## src/rtl/alu_pkg.sv

```systemverilog
// Shared ALU definitions: control codes from the ALU control decoder, multiplier
// FSM encoding and the iteration count of the shift-add multiplier.
package alu_pkg;

  typedef enum logic [2:0] {
    AluAnd = 3'b000,
    AluOr  = 3'b001,
    AluAdd = 3'b010,
    AluSub = 3'b110,
    AluMul = 3'b100
  } alu_ctrl_e;

  typedef enum logic [1:0] {
    StIdle = 2'b00,
    StBusy = 2'b01,
    StDone = 2'b10
  } mul_state_e;

  localparam int unsigned MulSteps = 32;

endpackage

```

## src/rtl/shift_add_multiplier.sv

```systemverilog
// Iterative shift-add multiplier: one partial-product step per clock, MulSteps steps,
// then a single DONE cycle presenting the low Width bits of the product.
module shift_add_multiplier
  import alu_pkg::*;
#(
  parameter int unsigned Width = 32
) (
  input  logic             clk_i,
  input  logic             rst_ni,
  input  logic             start,
  input  logic [Width-1:0] op_a_i,
  input  logic [Width-1:0] op_b_i,
  output logic             busy,
  output logic             done,
  output logic [Width-1:0] product
);

  localparam logic [4:0] LastStep = 5'(MulSteps - 1);

  mul_state_e       state_q;
  logic [4:0]       cnt_q;
  logic [Width-1:0] mcand_q;
  logic [Width-1:0] mplier_q;
  logic [Width-1:0] acc_q;

  always_ff @(posedge clk_i or negedge rst_ni) begin
    if (!rst_ni) begin
      state_q  <= StIdle;
      cnt_q    <= '0;
      mcand_q  <= '0;
      mplier_q <= '0;
      acc_q    <= '0;
    end else begin
      unique case (state_q)
        StIdle: begin
          if (start) begin
            mcand_q  <= op_a_i;
            mplier_q <= op_b_i;
            acc_q    <= '0;
            cnt_q    <= '0;
            state_q  <= StBusy;
          end
        end
        StBusy: begin
          if (mplier_q[0]) begin
            acc_q <= acc_q + mcand_q;
          end
          mcand_q  <= mcand_q << 1;
          mplier_q <= mplier_q >> 1;
          cnt_q    <= cnt_q + 5'd1;
          if (cnt_q == LastStep) begin
            state_q <= StDone;
          end
        end
        // Pipeline advances on this edge, so the held MUL is never re-launched.
        StDone:  state_q <= StIdle;
        default: state_q <= StIdle;
      endcase
    end
  end

  assign busy    = (state_q == StBusy);
  assign done    = (state_q == StDone);
  assign product = acc_q;

endmodule

```

## src/rtl/alu_multicycle.sv

```systemverilog
// Execute-stage ALU: single-cycle AND/OR/ADD/SUB, multi-cycle MUL that stalls the
// pipeline until the product is ready.
module alu_multicycle
  import alu_pkg::*;
#(
  parameter int unsigned WIDTH = 32
) (
  input  logic             clk_i,
  input  logic             rst_i,
  input  logic             valid_i,
  input  logic [2:0]       ALUCtrl_i,
  input  logic [WIDTH-1:0] data1_i,
  input  logic [WIDTH-1:0] data2_i,
  output logic [WIDTH-1:0] data_o,
  output logic             zero_o,
  output logic             stall_o
);

  alu_ctrl_e        op;
  logic             is_mul;
  logic             mul_start;
  logic             mul_busy;
  logic             mul_done;
  logic [WIDTH-1:0] mul_product;
  logic [WIDTH-1:0] logic_result;

  assign op     = alu_ctrl_e'(ALUCtrl_i);
  assign is_mul = valid_i && (op == AluMul);

  // The multiplier only honours start while idle, but gate it here too so stall_o
  // is not double-counted in BUSY/DONE.
  assign mul_start = is_mul && !mul_busy && !mul_done;

  shift_add_multiplier #(
    .Width(WIDTH)
  ) u_mul (
    .clk_i  (clk_i),
    .rst_ni (rst_i),
    .start  (mul_start),
    .op_a_i (data1_i),
    .op_b_i (data2_i),
    .busy   (mul_busy),
    .done   (mul_done),
    .product(mul_product)
  );

  // Unlisted codes, and MUL without a valid instruction, fall through to ADD.
  always_comb begin
    logic_result = '0;
    case (op)
      AluAnd:  logic_result = data1_i & data2_i;
      AluOr:   logic_result = data1_i | data2_i;
      AluSub:  logic_result = data1_i - data2_i;
      default: logic_result = data1_i + data2_i;
    endcase
  end

  always_comb begin
    data_o = logic_result;
    if (mul_done) begin
      data_o = mul_product;
    end else if (mul_busy || is_mul) begin
      data_o = '0;
    end
  end

  assign zero_o  = (data_o == '0);
  assign stall_o = rst_i && (mul_start || mul_busy);

endmodule

```

## config.mk

```make
export PLATFORM = sky130hd
export DESIGN_NAME = alu_multicycle
export DESIGN_NICKNAME = d
export VERILOG_FILES = /design/src/rtl/alu_pkg.sv /design/src/rtl/shift_add_multiplier.sv /design/src/rtl/alu_multicycle.sv
export SDC_FILE = /design/constraint.sdc
export NUM_CORES = 1
export LEC_CHECK = 0
export BUFFER_PORTS_ARGS = -buffer_cell sky130_fd_sc_hd__buf_2
export CAP_MARGIN = 20
export CORE_MARGIN = 3
export CORE_UTILIZATION = 30
export CTS_BUF_LIST = sky130_fd_sc_hd__clkbuf_4 sky130_fd_sc_hd__clkbuf_8 sky130_fd_sc_hd__clkbuf_16
export CTS_CLUSTER_SIZE = 24
export DETAILED_ROUTE_END_ITERATION = 7
export MAX_ROUTING_LAYER = met4
export SYNTH_ARGS = -nofsm -noshare
export SYNTH_HDL_FRONTEND = slang
export SYNTH_SLANG_ARGS = --single-unit
```

## constraint.sdc

```tcl
create_clock -name clk_i -period 4.6 [get_ports clk_i]
set_input_delay 0.46 -clock clk_i [delete_from_list [all_inputs] [get_ports clk_i]]
set_output_delay 0.46 -clock clk_i [all_outputs]
set_load 0.01 [all_outputs]
```

* Word-level counts from Yosys, hierarchy flattened *
Cells that the tools add are included.

cells by class
  add/sub/neg operators = 4
  equal/unequal tests = 9
  mux-type cells = 15
  bitwise gates (word level) = 2
  reductions and logical operators = 15

operators with widths
  kind                                                                    number
  32-bit two-way mux                                                      6
  32-bit one-hot mux with 2 select lines                                  3
  32-bit one-hot mux with 3 select lines                                  1
  32-bit adder                                                            2
  32-bit AND                                                              1
  32-bit logical NOT                                                      1
  32-bit bitwise OR                                                       1
  32-bit subtractor                                                       1
  5-bit one-hot mux with 2 select lines                                   1
  3-bit equality test (second input constant)                             2
  5-bit by 1-bit adder with 5-bit output (second input constant)          1
  5-bit equality test (second input constant)                             1
  5-bit two-way mux                                                       1
  1-bit logical AND                                                       4
  2-bit two-way mux                                                       2
  2-bit by 1-bit != test with 1-bit output (second input constant)        2
  2-bit one-hot mux with 2 select lines                                   1
  2-bit AND reduction                                                     2
  3-bit by 1-bit equality test with 1-bit output (second input constant)  1
  3-bit logical NOT                                                       1
  3-bit AND reduction                                                     1
  2-bit by 1-bit equality test with 1-bit output (second input constant)  1
  2-bit equality test (second input constant)                             1
  1-bit logical NOT                                                       2
  4 further kinds                                                         5

storage, ports and cells
  bits in registers = 103
  output and inout bits = 34

* Logic depth before layout (Yosys ltp) *
Gate-level depths: netlist (run 1).

  word-level depth = 6
  mapped depth = 22
  depth with buffers taken out = 21

* Modules after synthesis *
A second synthesis (run 1) with hierarchy kept.

second synthesis, totals
  cells, all modules = 1,190
  area total of the unflattened synthesis = 9,544.2 sq um

modules (own cells, without submodules)
  module                times used  cells an instance  area each (sq um)  sequential area each (sq um)
  shift_add_multiplier  1           672                5,983.2            2,577.5
  alu_multicycle        1           518                3,560.9            0.0

* Worst setup path before layout (run 1) *
No wires, ideal clock.

  kind = in2out
  start point = input port data2_i[0]
  end point = output port zero_o
  arrival time = 4.668 ns
  data required time = 4.140 ns
  setup slack = -0.528 ns
  cell stages on the path = 20
  path buffers = 0
  path through = inv_1 ha_1 nand2b_1 or4_1 nor2_1 nand2_1 or3_1 or4_1 o31ai_1 xor2_1 ha_1 nand2_1 o21ai_0 nor3_1 a221oi_1 xnor2_1 o21ai_0 a2111oi_1 nand4_1 nor4_2

on the way
  cells in the longest elaborated chain, start to end = 5
  elaborated cells between the ends (all ways) = 8
  classes of those cells = add/sub (2); mux (3); bitwise (2); reduce/logical (1)

ends and longest elaborated chain
  element                                                   line                                        RTL
  from (decl)                                               alu_multicycle.sv:13                        input logic [WIDTH-1:0] data2_i,
  32-bit adder / 32-bit subtractor (equally long branches)  alu_multicycle.sv:54, alu_multicycle.sv:53
  32-bit one-hot mux with 3 select lines (*)                alu_multicycle.sv:50                        case (op)
  32-bit two-way mux (*)                                    alu_multicycle.sv:62                        end else if (mul_busy || is_mul) begin
  32-bit two-way mux (*)                                    alu_multicycle.sv:60                        if (mul_done) begin
  via data_o[28]                                            alu_multicycle.sv:14                        output logic [WIDTH-1:0] data_o,
  32-bit logical NOT (*)                                    alu_multicycle.sv:67                        assign zero_o = (data_o == '0);
  to (decl)                                                 alu_multicycle.sv:15                        output logic zero_o,

The timed path passes the listed nets; every way through them passes the cells marked *.

* Final worst setup path (run 1) *
  start point = input port data2_i[0]
  end point = output port zero_o

on the way
  cells in the longest elaborated chain, start to end = 5
  elaborated cells between the ends (all ways) = 8
  classes of those cells = add/sub (2); mux (3); bitwise (2); reduce/logical (1)

ends and longest elaborated chain
  element                                     line                  RTL
  32-bit adder (tied with other cells)        alu_multicycle.sv:54  default: logic_result = data1_i + data2_i;
  32-bit one-hot mux with 3 select lines (*)  alu_multicycle.sv:50
  32-bit two-way mux (*)                      alu_multicycle.sv:62
  32-bit two-way mux (*)                      alu_multicycle.sv:60
  32-bit logical NOT (*)                      alu_multicycle.sv:67

Every way passes the cells marked *; elsewhere a longest branch is shown, timed or not.

==> impl_metrics.py, run 1 <==
metrics = {
    "outcome": {
        "status": "complete, but fails checks",
        "violations": "negative setup slack",
    },
    "timing": {
        "tightestPinTransition_ps": 951,
        "fmax_ghz": 0.186,
        "finalCritPeriodShare": 1.17,
        "setup_slack_ps": -789,
        "fin_worst_skew_ps": 14.2,
        "rsz0062_at_grt": "yes",
        "final-max-slew-violation-count": 0,
        "fin_crit_ps": 5390,
        "fin_setup_tns_ps": -2680,
        "hold_viol_final": 0,
        "slew_headroom": 0.366,
        "setup_violations": 8,
    },
    "finish": {
        "postLayoutCoreUtil": 0.405,
        "final_common_cell": "buf_4",
        "layout_common_cells": "buf_4 (184), o21ai_0 (146), nand2_1 (142), dfrtp_1 (103), buf_2 (96)",
        "n_antenna_cell": 0,
        "fin_cells": 1756,
        "area_delta_synth_final_pct": 31.6,
        "drive_gt1_frac": 0.282,
        "n_fill_cell": 2984,
        "fin_nets": 1500,
    },
    "synth": {
        "synth-main-ff-cell": "dfrtp_1",
        "ys_warn_count": 0,
        "synth-simple-area-share": 0.155,
        "synth_fa_ha_area_frac": 0.127,
        "yosysSeqAreaShare": 0.279,
        "synth_top_family_by_area": "compound AO/OA/AOI/OAI gates",
        "synth_top_area_frac": 0.279,
        "synth.area.mux_share": 0.0683,
        "synth_area_mm2": 0.00925,
        "synthCells": 1112,
        "synth_compound_area_frac": 0.262,
        "async_flop_share": 1.00,
        "synth_area_leaders": "dfrtp_1 (28%), ha_1 (9.1%), o21ai_0 (8.7%), mux2i_1 (6.7%), nand2_1 (5.9%)",
        "synthXorXnorAreaFrac": 0.0776,
        "synth_nets": 1251,
        "synth_edf_count": 0,
        "synth_top_area_cell": "dfrtp_1",
        "synth_seq_cells": 103,
        "syn-mean-instance-area_um2": 8.32,
        "ys_types": 84,
    },
    "floorplan": {
        "pin_count": 104,
        "die_w_um": 182,
        "coreArea_mm2": 0.0300,
        "rows": 63,
        "start_util": 0.308,
        "die_h_um": 182,
        "die_area_mm2": 0.0330,
    },
    "global_routing": {
        "grt_use_total": 0.184,
        "grt-ovfl-total": 0,
        "grt_antenna_before_repair": 0,
        "grt_pass1_wl_um": 47900,
        "grt_pass1_vias": 8869,
        "grt_max_degree": 74,
    },
    "pwr": {
        "leakagePower_nw": 5.95,
        "finalPower_mw": 6.48,
        "ir_worst_vdd_uv": 211,
        "power_density_mw_per_mm2": 532,
    },
    "routing": {
        "drt_iter0_drc": 488,
        "dr.pass1.iters": 6,
        "wl_per_cell_um": 17.2,
        "drc": 0,
        "vias": 9107,
        "ant_nets": 0,
        "via_per_inst": 5.19,
        "drt_wl_total_um": 30200,
    },
    "clocking": {
        "numCtsBuffers": 9,
        "clk_path_buf_depth": 2,
        "cts_root_buf": "clkbuf_16",
        "holdBufCountCts": 0,
        "h-tree-depth": 3,
        "cts.reportedPaths.clkPinSlew_ps": 80,
        "cts_tree": "yes",
        "clkSinkCount": 103,
        "clock_latency_ps": 360,
    },
    "setup_path": {
        "cp.required_ps": 4140,
        "path_max_fanout": 4,
        "critical_path_class": "input pin to primary output",
        "cp.arrival_ps": 4930,
        "start_kind": "input pin",
        "setup.worst_path.end_class": "primary output",
    },
    "place": {
        "place.gp.congestion": 0.976,
        "io_buffer_count": 103,
        "dp_cells": 1725,
        "dpl.hpwl_um": 24500,
    },
    "min_path": {
        "hold_path_class": "input pin to asynchronous set/reset pin",
    },
    "job": {
        "cap_violations": 0,
    },
}
[per-stage QoR]
step,setup WS (ps),area [µm²],hold WS (ps)
3_3_place_gp,-1030,11400,423
4_1_cts,-880,11900,30.1
2_1_floorplan,-405,9290,164
3_5_place_dp,-1090,11400,427
5_1_grt,-1020,12200,45.3
6_report,-789,12200,24.5
[cell families (layout without fill, tap and decap cells)]
kind of cell               Yosys count  in the layout
AOI/OAI and AO/OA                  387            387
xor gates and xnor gates            82             82
adders and majority gates           99             99
buffers and inverters               72            326
DFF                                103            103
muxes                               63             63
and+or+nand+nor                    306            306
[report_power, final]
group | internal [mW] | switching, mW
logic | 1.75 | 2.18
registers | 1.33 | 0.371
clock network | 0.442 | 0.408
[layout make-up]
type | instances | area, µm² | area share
multi-input combinational | 937 | 6720 | 0.552
clock buffer | 9 | 225 | 0.0185
inverter | 18 | 72.6 | 0.00596
clock inverter | 7 | 95.1 | 0.00781
sequential | 103 | 2580 | 0.212
timing repair buffer | 292 | 2000 | 0.164
tap | 390 | 488 | 0.0401
[synth_stat cells (all sizes together), types with 9 or more instances]
cell type  count
a21o          31
ha            67
dfrtp        103
clkbuf        47
or3            9
mux2i         62
nand3         15
nand2b         9
a21oi         73
o21bai        10
a22oi         27
o21ai        164
a211oi        12
maj3          30
a31oi          9
nor2          61
xnor2         34
xor2          48
inv           18
nor3          13
nand2        145
nand4          9
[worst max-delay path, cell delays in order]
cell	delay, ps
buf_8	100
inv_4	50
ha_4	140
nand2b_4	60
or4_4	460
nor2_4	120
nand2_4	70
or3_4	350
or4_4	470
o31ai_4	190
xor2_1	190
ha_1	290
buf_6	140
and3_4	170
a21oi_2	120
a21o_1	140
a31oi_4	60
a221oi_4	340
xnor2_2	110
a2111oi_2	360
nand4_1	190
nor4_4	170
buf_2	180
[routing by layer]
layer | part of all wire | global-route usage | wire (µm) | vias to the layer above
li1 | - | - | - | 4586
met1 | 0.47 | 0.249 | 14200 | 4269
met2 | 0.46 | 0.290 | 13900 | 206
met3 | 0.038 | 0.0148 | 1140 | 46
met4 | 0.032 | 0.0649 | 980 | 0
met5 | 0 | - | 0 | -
[registers in the layout, indices dropped and copies added (netlist names)]
signal and cells:
u_mul.state_q 2, u_mul.mplier_q 32, u_mul.mcand_q 32, u_mul.product 32, u_mul.cnt_q 5
[worst paths after layout]
kind	from	to	slack, ps	cells after the start
min	rst_i	u_mul.mplier_q[2]	20	1
max	data2_i[0]	zero_o	-790	23
min in group clk_i	data1_i[0]	u_mul.mcand_q[0]	460	3
max in group asynchronous	rst_i	u_mul.product[21]	3290	2
min reg2reg	u_mul.mplier_q[8]	u_mul.mplier_q[8]	490	2
max reg2reg	u_mul.product[0]	u_mul.product[24]	1300	12
[timing repair]
item	4_1_cts	5_1_grt
pin swaps	18	32
buffers inserted	7	11
gates resized for setup	46	37
endpoints found under the setup margin	13	14
(Power assumes the default switching activity.)
==> run 2: changes to the inputs <==
Settings changed: HOLD_SLACK_MARGIN set to 0.08, SKIP_LAST_GASP set to 1.
==> impl_metrics.py, run 2 (same netlist as run 1, synthesis figures left out) <==
metrics = {
    "routing": {
        "ant_nets": 0,
        "drt_wl_total_um": 30400,
        "drc": 0,
        "wl_per_cell_um": 17.3,
        "dr.pass1.iters": 5,
        "vias": 9134,
        "via_per_inst": 5.20,
        "drt_iter0_drc": 558,
    },
    "place": {
        "place.gp.congestion": 0.976,
        "dpl.hpwl_um": 24500,
        "io_buffer_count": 103,
        "dp_cells": 1725,
        "pre_cts_ws_ps": -1090,
    },
    "setup_path": {
        "cp_top_family": "simple AND/OR/NAND/NOR gates",
        "cp.required_ps": 4140,
        "crit_top_cell": "or4_4",
        "path_cells": "buf_8 > inv_4 > ha_4 > nand2b_4 > or4_4 > nor2_4 > nand2_4 > or3_4 > or4_4 > o31ai_4 > xor2_1 > ha_1 > buf_6 > and3_4 > a21oi_2 > a21o_1 > a31oi_4 > a221oi_4 > xnor2_2 > a2111oi_2 > nand4_1 > nor4_4 > buf_2",
        "crit_path_max_incr_delay_ps": 470,
        "path_max_fanout": 4,
        "start_kind": "input pin",
        "crit_buf_inv": 4,
        "setup.worst_path.end_class": "primary output",
        "cpMaxStageDelayCell": "or4_4",
        "critical_path_class": "input pin to primary output",
        "cp.arrival_ps": 4950,
    },
    "min_path": {
        "hold_path_class": "input pin to flip-flop",
    },
    "job": {
        "cap_violations": 0,
    },
    "global_routing": {
        "grt_antenna_before_repair": 0,
        "grt_pass1_vias": 8879,
        "grt-ovfl-total": 0,
        "grt_pass1_wl_um": 47900,
        "grt_use_total": 0.184,
        "grt_max_degree": 74,
    },
    "timing": {
        "tightestPinTransition_ps": 949,
        "fin_worst_skew_ps": 14.2,
        "setup_violations": 9,
        "fin_crit_ps": 5410,
        "rsz0062_at_grt": "yes",
        "setup_slack_ps": -809,
        "finalCritPeriodShare": 1.18,
        "final-max-slew-violation-count": 0,
        "fin_setup_tns_ps": -2800,
        "slew_headroom": 0.367,
        "hold_viol_final": 0,
        "fmax_ghz": 0.185,
    },
    "clocking": {
        "h-tree-depth": 3,
        "clock_latency_ps": 370,
        "cts.reportedPaths.clkPinSlew_ps": 80,
        "numCtsBuffers": 9,
        "clkSinkCount": 103,
        "cts_tree": "yes",
        "cts_root_buf": "clkbuf_16",
        "clk_path_buf_depth": 2,
    },
    "floorplan": {
        "start_util": 0.308,
        "die_w_um": 182,
        "rows": 63,
        "pin_count": 104,
        "die_h_um": 182,
        "die_area_mm2": 0.0330,
        "coreArea_mm2": 0.0300,
    },
    "finish": {
        "layout_common_cells": "buf_4 (181), o21ai_0 (146), nand2_1 (141), dfrtp_1 (103), buf_2 (95)",
        "fin_cells": 1756,
        "final_common_cell": "buf_4",
        "drive_gt1_frac": 0.282,
        "n_antenna_cell": 0,
        "fin_nets": 1500,
        "area_delta_synth_final_pct": 31.6,
    },
    "pwr": {
        "power_density_mw_per_mm2": 531,
        "ir_worst_vdd_uv": 211,
        "leakagePower_nw": 5.95,
    },
    "outcome": {
        "violations": "negative setup slack",
        "status": "complete, but fails checks",
    },
}
==> run 2: per-layer routing <==
metal / vias up / GRT usage / wire [µm]
li1: 4590 / - / -
met1: 4297 / 0.249 / 14200
met2: 208 / 0.291 / 14100
met3: 39 / 0.0148 / 1220
met4: 0 / 0.0649 / 871
met5: - / - / 0
==> run 2: power breakdown <==
group | total, mW | switching [mW] | internal (mW) | leakage, nW
combinational | 3.92 | 2.17 | 1.75 | 4.49
sequential | 1.70 | 0.372 | 1.33 | 1.30
clock | 0.851 | 0.409 | 0.442 | 0.158
==> run 2: final timing paths <==
path                                   start  slack [ps]                 to  cells after the start
max                               data2_i[0]        -810             zero_o                     23
min                               data1_i[3]         460   u_mul.mcand_q[3]                      3
max reg2reg                 u_mul.product[0]        1300  u_mul.product[24]                     12
min reg2reg                u_mul.mplier_q[8]         490  u_mul.mplier_q[8]                      2
max in group asynchronous              rst_i        2740  u_mul.product[21]                      3
min in group asynchronous              rst_i         570  u_mul.mplier_q[2]                      2
==> run 2: worst min-delay path, cell delays in order <==
cell	delay, ps
buf_2	130
mux2i_1	110
o21ai_0	80
==> run 2: layout make-up <==
type	instances	area, µm²
Sequential cell	103	2580
Tap cell	390	488
Inverter	18	72.6
Timing Repair Buffer	292	2020
Fill cell	2979	17900
Clock buffer	9	225
Clock inverter	7	95.1
Multi-Input combinational cell	937	6710
==> run 2: what timing repair did <==
action | 4_1_cts | 5_1_grt
hold buffers | 1 | 0
endpoints found under the setup margin | 13 | 14
resized for setup | 45 | 41
pin swaps | 18 | 29
hold endpoints to repair | 30 | 0
setup buffers | 7 | 10
==> run 2: per-stage QoR <==
| stage | hold slack (ps) | utilization | total power [mW] | instance area [µm²] |
|---|---|---|---|---|
| 2_1_floorplan | 164 | - | 4.28 | 9290 |
| 5_1_grt | 472 | 0.406 | 7.03 | 12200 |
| 6_report | 459 | 0.406 | 6.47 | 12200 |
| 3_5_place_dp | 427 | 0.379 | 5.49 | 11400 |
| 3_3_place_gp | 423 | 0.379 | 5.41 | 11400 |
| 4_1_cts | 444 | 0.398 | 6.42 | 12000 |
==> run 3: changes to the inputs <==
Settings changed: CELL_PAD_IN_SITES_DETAIL_PLACEMENT set to 0, CELL_PAD_IN_SITES_GLOBAL_PLACEMENT set to 1, PLACE_DENSITY_LB_ADDON set to 0.1.
==> impl_metrics.py, run 3 (same netlist as run 1, synthesis figures left out) <==
metrics = {
    "floorplan": {
        "die_area_mm2": 0.0330,
        "die_w_um": 182,
        "start_util": 0.308,
        "die_h_um": 182,
        "coreArea_mm2": 0.0300,
        "pin_count": 104,
        "rows": 63,
    },
    "min_path": {
        "hold_path_class": "input pin to flip-flop",
    },
    "timing": {
        "fin_setup_tns_ps": -2520,
        "rsz0062_at_grt": "yes",
        "finalCritPeriodShare": 1.15,
        "fmax_ghz": 0.189,
        "slew_headroom": 0.384,
        "final-max-slew-violation-count": 0,
        "setup_violations": 9,
        "fin_worst_skew_ps": 10.5,
        "tightestPinTransition_ps": 924,
        "hold_viol_final": 0,
        "setup_slack_ps": -704,
        "fin_crit_ps": 5300,
    },
    "routing": {
        "vias": 9053,
        "dr.pass1.iters": 5,
        "drc": 0,
        "ant_nets": 0,
        "drt_iter0_drc": 450,
        "wl_per_cell_um": 18.9,
        "drt_wl_total_um": 33600,
        "via_per_inst": 5.10,
    },
    "place": {
        "dpl_cell_area_mm2": 0.0115,
        "dpl.hpwl_um": 27200,
        "place.gp.congestion": 0.887,
        "io_buffer_count": 103,
        "pre_cts_ws_ps": -1060,
    },
    "global_routing": {
        "grt_pass1_wl_um": 52000,
        "grt_use_total": 0.208,
        "grt-ovfl-total": 0,
        "grt_antenna_before_repair": 0,
        "grt_max_degree": 131,
        "grt_pass1_vias": 8898,
    },
    "finish": {
        "final_common_cell": "buf_4",
        "fin_area_mm2": 0.0125,
        "fin_nets": 1521,
        "drive_gt1_frac": 0.298,
        "layout_common_cells": "buf_4 (198), nand2_1 (143), o21ai_0 (142), dfrtp_1 (103), buf_2 (93)",
        "area_delta_synth_final_pct": 34.6,
        "n_antenna_cell": 0,
    },
    "clocking": {
        "clock_latency_ps": 380,
        "cts_root_buf": "clkbuf_16",
        "cts.reportedPaths.clkPinSlew_ps": 80,
        "clkSinkCount": 103,
        "clk_path_buf_depth": 2,
        "numCtsBuffers": 9,
        "h-tree-depth": 3,
        "cts_tree": "yes",
    },
    "setup_path": {
        "reg2reg_to": "u_mul.product[24]",
        "critical_path_class": "input pin to primary output",
        "setup.worst_path.end_class": "primary output",
        "reg2reg_depth": 12,
        "cp.arrival_ps": 4840,
        "cp-endpoint": "zero_o",
        "start_kind": "input pin",
        "regToRegStartpoint": "u_mul.product[0]",
        "r2r_slack_ps": 1200,
        "path_max_fanout": 4,
        "cp.required_ps": 4140,
        "cp-startpoint": "data2_i[1]",
    },
    "outcome": {
        "violations": "negative setup slack",
        "status": "complete, but fails checks",
    },
    "pwr": {
        "power_density_mw_per_mm2": 524,
        "leakagePower_nw": 6.07,
        "ir_worst_vdd_uv": 304,
        "finalPower_mw": 6.53,
    },
    "job": {
        "cap_violations": 0,
    },
}
[run 3: timing repair]
action | 4_1_cts | 5_1_grt
gates resized for setup | 53 | 63
buffers inserted | 30 | 11
setup endpoints to repair | 14 | 24
hold endpoints to repair | 36 | 0
hold buffers | 1 | 0
pin swaps | 39 | 39
[run 3: where the power goes]
group / internal, mW / total [mW] / switching, mW
clock network: 0.374 / 0.772 / 0.398
registers: 1.33 / 1.72 / 0.394
logic: 1.81 / 4.04 / 2.23
total: 3.51 / 6.53 / 3.02
[run 3: per-layer routing]
layer	global-route usage	vias up	share of wire
met4	0.0396	0	0.0087
met5	-	-	0
met1	0.308	4305	0.53
met3	0.0234	18	0.028
met2	0.307	111	0.44
li1	-	4619	-
[run 3: per-stage QoR]
stage,util,hold WS (ps),cells
6_report,0.415,450,1776
5_1_grt,0.415,466,1776
4_1_cts,0.405,427,1779
3_5_place_dp,0.382,471,1737
2_1_floorplan,-,164,1112
3_3_place_gp,0.382,462,1737
[run 3: worst min path at each step]
stage	from	to	slack (ps)	cells past startpoint
final	data1_i[27]	u_mul.mcand_q[27]	450	3
after global routing	data1_i[12]	u_mul.mcand_q[12]	470	3
after CTS	data1_i[27]	u_mul.mcand_q[27]	430	3
after detailed placement	rst_i	u_mul.product[2]	470	1
after global placement	u_mul.mplier_q[12]	u_mul.mplier_q[12]	460	2
after floorplan	rst_i	u_mul.cnt_q[0]	160	0
[run 3: critical path, cell delays in order]
cell       delay, ps
buf_8            100
inv_6             50
ha_4             150
nand2b_4          60
or4_4            450
nor2_4           120
nand2_2           80
or3_4            350
or4_4            470
o31ai_4          190
xor2_1           170
ha_1             280
a21oi_1          140
o21ai_1          110
a21oi_1          200
a21o_1           160
a31oi_4           50
a221oi_4         320
xnor2_2          120
a2111oi_2        290
nand4_1          200
nor4_4           160
buf_2            170
[run 3: area by class of cell]
class	instances	area, µm²
fillers	3113	17600
flip-flops and latches	103	2580
clock buffers	9	225
multi-input cells	937	6810
inverters	18	77.6
repair buffers	313	2220
clock inverters	6	55.1
well taps	390	488
